==> config.mk <==
export PLATFORM = sky130hd
export DESIGN_NAME = ddr_multiport_arb
export DESIGN_NICKNAME = d
export VERILOG_FILES = /design/src/rtl/ddr_pkg.sv /design/src/rtl/ddr_tag_fifo.sv /design/src/rtl/ddr_multiport_arb.sv
export SDC_FILE = /design/constraint.sdc
export NUM_CORES = 2
export LEC_CHECK = 0
export ABC_CLOCK_PERIOD_IN_PS = 3400
export CAP_MARGIN = 25
export CORE_AREA = 2 2 483 485
export CTS_CLUSTER_DIAMETER = 40
export DETAILED_ROUTE_END_ITERATION = 7
export DIE_AREA = 0 0 485 487
export HOLD_SLACK_MARGIN = 0.08
export PLACE_DENSITY = 0.35
export SLEW_MARGIN = 20
export SYNTH_ARGS = -nofsm -noshare
export SYNTH_HDL_FRONTEND = slang
export SYNTH_HIERARCHICAL = 1
export SYNTH_SLANG_ARGS = --single-unit
export TNS_END_PERCENT = 20
==> constraint.sdc <==
create_clock -name clk -period 3.4 [get_ports clk]
set_input_delay 0.85 -clock clk [delete_from_list [all_inputs] [get_ports clk]]
set_output_delay 0.85 -clock clk [all_outputs]
set_load 0.005 [all_outputs]
==> src/rtl/ddr_pkg.sv <==
// Shared definitions for the multiport DDR arbiter: controller command codes,
// arbiter FSM states and a small width helper.
package ddr_pkg;

   typedef logic [2:0] cmd_t;

   localparam cmd_t CMD_WRITE = 3'b000;
   localparam cmd_t CMD_READ  = 3'b001;
   localparam cmd_t CMD_NOP   = 3'b111;

   typedef enum logic [1:0] {
      ST_IDLE  = 2'd0,
      ST_CMD   = 2'd1,
      ST_WDATA = 2'd2
   } state_t;

   // Index width that stays legal (>=1 bit) even for a single-entry range.
   function automatic int clog2_min1(input int n);
      return (n > 1) ? $clog2(n) : 1;
   endfunction

endpackage

==> src/rtl/ddr_tag_fifo.sv <==
// Small synchronous FIFO holding {port, word offset} tags of reads in flight;
// a push and a pop in the same cycle leave the occupancy unchanged.
module ddr_tag_fifo #(
   parameter int WIDTH = 4,
   parameter int DEPTH = 4
) (
   input  logic             clk,
   input  logic             reset,
   input  logic             push,
   input  logic [WIDTH-1:0] din,
   input  logic             pop,
   output logic [WIDTH-1:0] dout,
   output logic             full,
   output logic             empty
);

   localparam int PTR_W = (DEPTH > 1) ? $clog2(DEPTH) : 1;

   logic [WIDTH-1:0] mem [DEPTH];
   logic [PTR_W-1:0] wr_ptr;
   logic [PTR_W-1:0] rd_ptr;
   logic [PTR_W:0]   count;
   logic             do_push;
   logic             do_pop;

   function automatic logic [PTR_W-1:0] ptr_inc(input logic [PTR_W-1:0] p);
      return (p == PTR_W'(DEPTH - 1)) ? '0 : p + 1'b1;
   endfunction

   assign full    = (count == (PTR_W + 1)'(DEPTH));
   assign empty   = (count == '0);
   assign do_pop  = pop && !empty;
   assign do_push = push && (!full || do_pop);
   assign dout    = mem[rd_ptr];

   // NOTE: the tag storage has no reset; only pointers and count do, and empty gates every use of it.
   always_ff @(posedge clk) begin
      if (do_push) mem[wr_ptr] <= din;
   end

   always_ff @(posedge clk) begin
      if (reset) begin
         wr_ptr <= '0;
         rd_ptr <= '0;
         count  <= '0;
      end else begin
         if (do_push) wr_ptr <= ptr_inc(wr_ptr);
         if (do_pop)  rd_ptr <= ptr_inc(rd_ptr);
         case ({do_push, do_pop})
            2'b10:   count <= count + 1'b1;
            2'b01:   count <= count - 1'b1;
            default: count <= count;
         endcase
      end
   end

endmodule

==> src/rtl/ddr_multiport_arb.sv <==
// Round-robin arbiter sharing one DDR controller between NUM_PORTS clients:
// single-beat line writes with lane masking, tagged in-order read returns.
module ddr_multiport_arb
   import ddr_pkg::*;
#(
   parameter int NUM_PORTS       = 4,
   parameter int ADDR_WIDTH      = 29,
   parameter int PORT_DATA_WIDTH = 32,
   parameter int DDR_DATA_WIDTH  = 128,
   parameter int MAX_OUTSTANDING = 4
) (
   input  logic                          clk,
   input  logic                          reset,
   input  logic                          init_calib_complete,
   input  logic [NUM_PORTS-1:0]          req_valid,
   output logic [NUM_PORTS-1:0]          req_ready,
   input  logic [NUM_PORTS-1:0]          req_we,
   input  logic [ADDR_WIDTH-1:0]         req_addr    [NUM_PORTS],
   input  logic [PORT_DATA_WIDTH-1:0]    req_wdata   [NUM_PORTS],
   input  logic [PORT_DATA_WIDTH/8-1:0]  req_byte_en [NUM_PORTS],
   output logic [NUM_PORTS-1:0]          rsp_valid,
   output logic [PORT_DATA_WIDTH-1:0]    rsp_data    [NUM_PORTS],
   output logic [DDR_DATA_WIDTH-1:0]     rsp_line    [NUM_PORTS],
   input  logic                          cmd_ready,
   output logic [2:0]                    cmd,
   output logic                          cmd_en,
   output logic [ADDR_WIDTH-1:0]         addr,
   input  logic                          wr_data_rdy,
   output logic [DDR_DATA_WIDTH-1:0]     wr_data,
   output logic                          wr_data_en,
   output logic                          wr_data_end,
   output logic [DDR_DATA_WIDTH/8-1:0]   wr_data_mask,
   input  logic [DDR_DATA_WIDTH-1:0]     rd_data,
   input  logic                          rd_data_valid,
   output logic                          err_orphan
);

   localparam int LANES   = DDR_DATA_WIDTH / PORT_DATA_WIDTH;
   localparam int LW      = clog2_min1(LANES);
   localparam int PW      = clog2_min1(NUM_PORTS);
   localparam int BE_W    = PORT_DATA_WIDTH / 8;
   localparam int OFF_LSB = $clog2(BE_W);
   localparam int TAG_W   = PW + LW;

   state_t                       state, state_nxt;
   logic [PW-1:0]                rr_ptr;
   logic                         grant_vld;
   logic [PW-1:0]                grant_idx;
   logic [PW-1:0]                lat_port;
   logic                         lat_we;
   logic [ADDR_WIDTH-1:0]        lat_addr;
   logic [PORT_DATA_WIDTH-1:0]   lat_wdata;
   logic [BE_W-1:0]              lat_be;
   logic [LW-1:0]                lat_off;
   logic [DDR_DATA_WIDTH-1:0]    wr_line;
   logic [DDR_DATA_WIDTH/8-1:0]  wr_mask;
   logic                         tag_push, tag_pop, tag_full, tag_empty;
   logic [TAG_W-1:0]             tag_dout;
   logic [PW-1:0]                head_port;
   logic [LW-1:0]                head_off;
   logic [PORT_DATA_WIDTH-1:0]   head_word;

   if (LANES > 1) begin : g_lane_off
      assign lat_off = lat_addr[OFF_LSB +: LW];
   end else begin : g_single_lane
      assign lat_off = '0;
   end

   // Round-robin search from rr_ptr; reads are skipped while the tag FIFO is full.
   always_comb begin
      logic [PW-1:0] idx;
      grant_vld = 1'b0;
      grant_idx = '0;
      idx       = '0;
      req_ready = '0;
      if (!reset && state == ST_IDLE && init_calib_complete) begin
         for (int i = 0; i < NUM_PORTS; i++) begin
            idx = PW'((int'(rr_ptr) + i) % NUM_PORTS);
            if (!grant_vld && req_valid[idx] && (req_we[idx] || !tag_full)) begin
               grant_vld = 1'b1;
               grant_idx = idx;
            end
         end
      end
      if (grant_vld) req_ready[grant_idx] = 1'b1;
   end

   // NOTE: every output of this block gets a default first, so no path can infer a latch.
   always_comb begin
      state_nxt    = state;
      cmd          = CMD_NOP;
      cmd_en       = 1'b0;
      addr         = '0;
      tag_push     = 1'b0;
      wr_data_en   = 1'b0;
      wr_data      = '0;
      wr_data_mask = '1;
      case (state)
         ST_IDLE: if (grant_vld) state_nxt = ST_CMD;
         ST_CMD: begin
            addr = lat_addr;
            if (cmd_ready) begin
               cmd_en    = 1'b1;
               cmd       = lat_we ? CMD_WRITE : CMD_READ;
               tag_push  = !lat_we;
               state_nxt = lat_we ? ST_WDATA : ST_IDLE;
            end
         end
         ST_WDATA: begin
            wr_data      = wr_line;
            wr_data_mask = wr_mask;
            if (wr_data_rdy) begin
               wr_data_en = 1'b1;
               state_nxt  = ST_IDLE;
            end
         end
         default: state_nxt = ST_IDLE;
      endcase
   end

   assign wr_data_end = wr_data_en;

   always_comb begin
      wr_line = '0;
      wr_mask = '1;
      for (int l = 0; l < LANES; l++) begin
         if (lat_off == LW'(l)) begin
            wr_line[l*PORT_DATA_WIDTH +: PORT_DATA_WIDTH] = lat_wdata;
            wr_mask[l*BE_W +: BE_W]                       = ~lat_be;
         end
      end
   end

   // NOTE: sequential state uses non-blocking assignments so every flop samples pre-edge values.
   always_ff @(posedge clk) begin
      if (reset) begin
         state     <= ST_IDLE;
         rr_ptr    <= '0;
         lat_port  <= '0;
         lat_we    <= 1'b0;
         lat_addr  <= '0;
         lat_wdata <= '0;
         lat_be    <= '0;
      end else begin
         state <= state_nxt;
         if (grant_vld) begin
            rr_ptr    <= (grant_idx == PW'(NUM_PORTS - 1)) ? '0 : grant_idx + 1'b1;
            lat_port  <= grant_idx;
            lat_we    <= req_we[grant_idx];
            lat_addr  <= req_addr[grant_idx];
            lat_wdata <= req_wdata[grant_idx];
            lat_be    <= req_byte_en[grant_idx];
         end
      end
   end

   ddr_tag_fifo #(
      .WIDTH (TAG_W),
      .DEPTH (MAX_OUTSTANDING)
   ) u_tag_fifo (
      .clk   (clk),
      .reset (reset),
      .push  (tag_push),
      .din   ({lat_port, lat_off}),
      .pop   (tag_pop),
      .dout  (tag_dout),
      .full  (tag_full),
      .empty (tag_empty)
   );

   assign tag_pop   = rd_data_valid && !tag_empty;
   assign head_port = tag_dout[TAG_W-1 -: PW];
   assign head_off  = tag_dout[LW-1:0];

   always_comb begin
      head_word = '0;
      for (int l = 0; l < LANES; l++) begin
         if (head_off == LW'(l)) head_word = rd_data[l*PORT_DATA_WIDTH +: PORT_DATA_WIDTH];
      end
   end

   // Read returns run beside the FSM; an untagged beat is dropped and flagged.
   always_ff @(posedge clk) begin
      if (reset) begin
         rsp_valid  <= '0;
         err_orphan <= 1'b0;
         for (int p = 0; p < NUM_PORTS; p++) begin
            rsp_data[p] <= '0;
            rsp_line[p] <= '0;
         end
      end else begin
         rsp_valid <= '0;
         if (rd_data_valid) begin
            if (tag_empty) begin
               err_orphan <= 1'b1;
            end else begin
               rsp_valid[head_port] <= 1'b1;
               rsp_data[head_port]  <= head_word;
               rsp_line[head_port]  <= rd_data;
            end
         end
      end
   end

endmodule

==> results.ini <==
[timing]
hold_viol_final = 0
fmax_mhz = 271
report.final.slew_viol_count = 0
setup_violations = 15
fin_skew_ns = 0.0768
maxSlewHeadroom = 0.310
grt_setup_unrepaired = true
layout_worst_path_cycle_share = 1.09
worst_slew_pin_slew_ns = 1.04
fin_crit_ns = 3.69
fin_setup_tns_ns = -1.28
fin_ws_ns = -0.292

[drt]
vias = 32485
routed_wl_um = 226000
routedWlPerCell_um = 27.3
drc = 0
drt-vias-per-instance = 3.91
ant_nets = 0
drtPass1Iterations = 5
drt_iter0_drc = 1867

[logic_synthesis]
synth_nets = 4090
ys_seq_area_frac = 0.514
yosys.area.top_type_share = 0.498
synth_commonest_cells = nand2_1 (1,441), dfxtp_1 (726), a21oi_1 (649)
avgSynthCellArea_um2 = 7.94
synth.area.top_cells = dfxtp_1 (50%), nand2_1 (19%), a21oi_1 (11%), clkbuf_1 (3.3%), mux4_2 (2.8%)
synth_area_um2 = 29200
synthFlopType = dfxtp_1
synth_enable_flop_cells = 16
yosysUniqueCellTypes = 49
yosysWarnings = 6
synth_cells = 3677
ys_async_sr_fraction = 0
yosysTopAreaCell = dfxtp_1
synth.most_common_cell = nand2_1
synth-seq-cells = 742

[layout]
fill_cells = 25379
syn_to_final_growth_pct = 87.1
fin_area_um2 = 54600
drive_gt1_frac = 0.157
fin_nets = 5470

[worst_hold_path]
hold_path_class = reg2reg

[floorplan]
die_width_um = 485
die_h_um = 487
pin_count = 1230
core_um2 = 231000
start_util = 0.126
rows = 177
die_area_um2 = 236000

[clock_network]
cts_sinks = 742
clk_latency_ns = 0.84
cts_made_buffers = 187
cts_tree = yes
cts.path.max_buffers = 3
path_clk_slew_ns = 0.05
h-tree-depth = 4
cts_root_buf = clkbuf_16

[setup_path]
cp_top_family = compound AO/OA/AOI/OAI gates
worst-path-buf-inv = 5
worstPathRequired_ns = 2.55
crit_type = reg2out
crit_path_end_kind = primary output
arrival_ns = 2.84
worst-path-max-fanout = 4
worst_path_max_delay_cell = a211o_2
path_cells = inv_2, and3_4, buf_6, nand2b_4, a22o_1, o211ai_1, a211o_2, buf_6, buf_6, ha_4, and2_4, buf_6
path_common_cell = buf_6
cp_slowest_stage_delay_ns = 0.36
startpoint_type = register

[grt]
grt.total_usage = 0.184
grt_antenna_before_repair = 68
grt_max_degree = 165
grt_pass1_vias = 31956
grt_pass1_wl_um = 295000
grt_overflow = 0

[power]
power.leakage_nw = 19.8
seqPwrFrac = 0.293
clockPowerShare = 0.623
power.density_nw_per_um2 = 570
max-vdd-ir-drop_uv = 467
swShare = 0.255
p_int_mw = 23.2
power.switching_mw = 7.94
power_frac_comb = 0.084
total_power_mw = 31.1

[place]
place.gp.congestion = 0.878
placed_area_um2 = 46700
dp_hpwl_um = 175000
io_buffers = 1229

[status]
status = finished with violations
violations = setup timing

[flow_run]
drv_cap = 0

what timing repair did:
| item | in CTS | in global routing |
|---|---|---|
| pin swaps | 14 | 6 |
| hold endpoints to repair | 0 | 0 |
| endpoints found under the setup margin | 166 | 96 |
| hold buffers | 0 | 0 |
| cloned | 2 | 1 |
| resized for setup | 268 | 132 |
| buffers inserted | 18 | 13 |
power groups by stage:
| stage | logic (mW) | clock network [mW] | registers (mW) |
|---|---|---|---|
| 6_report | 2.62 | 19.4 | 9.13 |
| 5_1_grt | 2.78 | 20.2 | 9.14 |
| 4_1_cts | 2.69 | 19.8 | 9.12 |
| 3_5_place_dp | 2.65 | 0 | 9.26 |
| 3_3_place_gp | 2.65 | 0 | 9.26 |
| 2_1_floorplan | 0.811 | 0 | 9.20 |
cell families (layout without fill, tap and decap cells):
group	count (synthesis)	count (layout)	share of synthesized area
AO/OA/AOI/OAI	764	764	0.144
XOR/XNOR	2	2	0.000600
adder cells (fa/ha/maj)	11	11	0.00497
buffers and inverters	310	1853	0.0415
flip-flops	742	742	0.514
multiplexers	113	113	0.0541
other	0	35	0
AND/OR/NAND/NOR	1735	1735	0.241
placed cells by master (no fill, tap or decap), types with 35 or more instances in the layout:
cell | synthesis | layout
diode_2 | 0 | 35
and2_1 | 67 | 53
nand2_1 | 1441 | 1404
clkbuf_16 | 0 | 188
mux2i_1 | 77 | 77
buf_4 | 5 | 197
a21oi_1 | 649 | 648
clkdlybuf4s50_1 | 0 | 1088
dfxtp_1 | 726 | 721
o221ai_1 | 38 | 38
mux4_2 | 36 | 35
dlymetal6s2s_1 | 0 | 36
nor2_1 | 111 | 84
clkinv_2 | 0 | 35
nand3b_1 | 38 | 38
buf_12 | 0 | 72
state kept, by name (all words and copies together), names as in the netlist, named ones only:
signal             count
rsp_line             512
rsp_data             128
lat_wdata             32
lat_addr              29
u_tag_fifo/mem        16
lat_be                 4
rsp_valid              4
u_tag_fifo/count       3
lat_port               2
rr_ptr                 2
state                  2
u_tag_fifo/rd_ptr      2
u_tag_fifo/wr_ptr      2
err_orphan             1
lat_we                 1
area by class of cell:
cell class | instances | area (µm²) | share of cell area
tap | 3043 | 3810 | 0.0697
multi-input combinational | 2625 | 13600 | 0.249
clock inverter | 109 | 1740 | 0.0319
clock buffer | 243 | 5180 | 0.0948
sequential | 742 | 15000 | 0.275
timing repair buffer | 1487 | 15100 | 0.277
antenna | 35 | 87.6 | 0.00160
inverter | 14 | 57.6 | 0.00105
worst paths after layout:
check | start | to | slack, ns | depth (start not counted)
setup / recovery | u_tag_fifo/count[0]$_SDFFE_PP0P_ | req_ready[0] | -0.29 | 12
hold / removal | rsp_line[8]$_SDFFE_PP0P_ | rsp_line[8]$_SDFFE_PP0P_ | 0.45 | 2
setup reg to reg | u_tag_fifo/count[1]$_SDFFE_PP0P_ | u_tag_fifo/count[2]$_SDFFE_PP0P_ | 0.39 | 13
hold reg to reg | rsp_line[8]$_SDFFE_PP0P_ | rsp_line[8]$_SDFFE_PP0P_ | 0.45 | 2
tightest hold or removal path, stage by stage (launching register included):
cell	delay [ns]
dfxtp_1	0.30
nand2_1	0.05
a21oi_1	0.05
metal layers:
| metal | wire length (µm) | global-route usage | vias up |
|---|---|---|---|
| li1 | - | - | 15028 |
| met1 | 87900 | 0.205 | 15908 |
| met3 | 17800 | 0.0628 | 296 |
| met4 | 7040 | 0.0577 | 20 |
| met5 | 137 | 0 | - |
| met2 | 114000 | 0.326 | 1233 |
stage by stage:
stage | hold slack (ns) | util | cells | worst slack, ns
floorplan | 0.453 | - | 3677 | 0.00205
finish | 0.450 | 0.236 | 8298 | -0.292
detailed placement | 0.446 | 0.202 | 7878 | -0.865
global route | 0.464 | 0.236 | 8277 | -0.422
CTS | 0.452 | 0.234 | 8248 | -0.364
global placement | 0.441 | 0.202 | 7878 | -0.956
(Power assumes the default switching activity.)
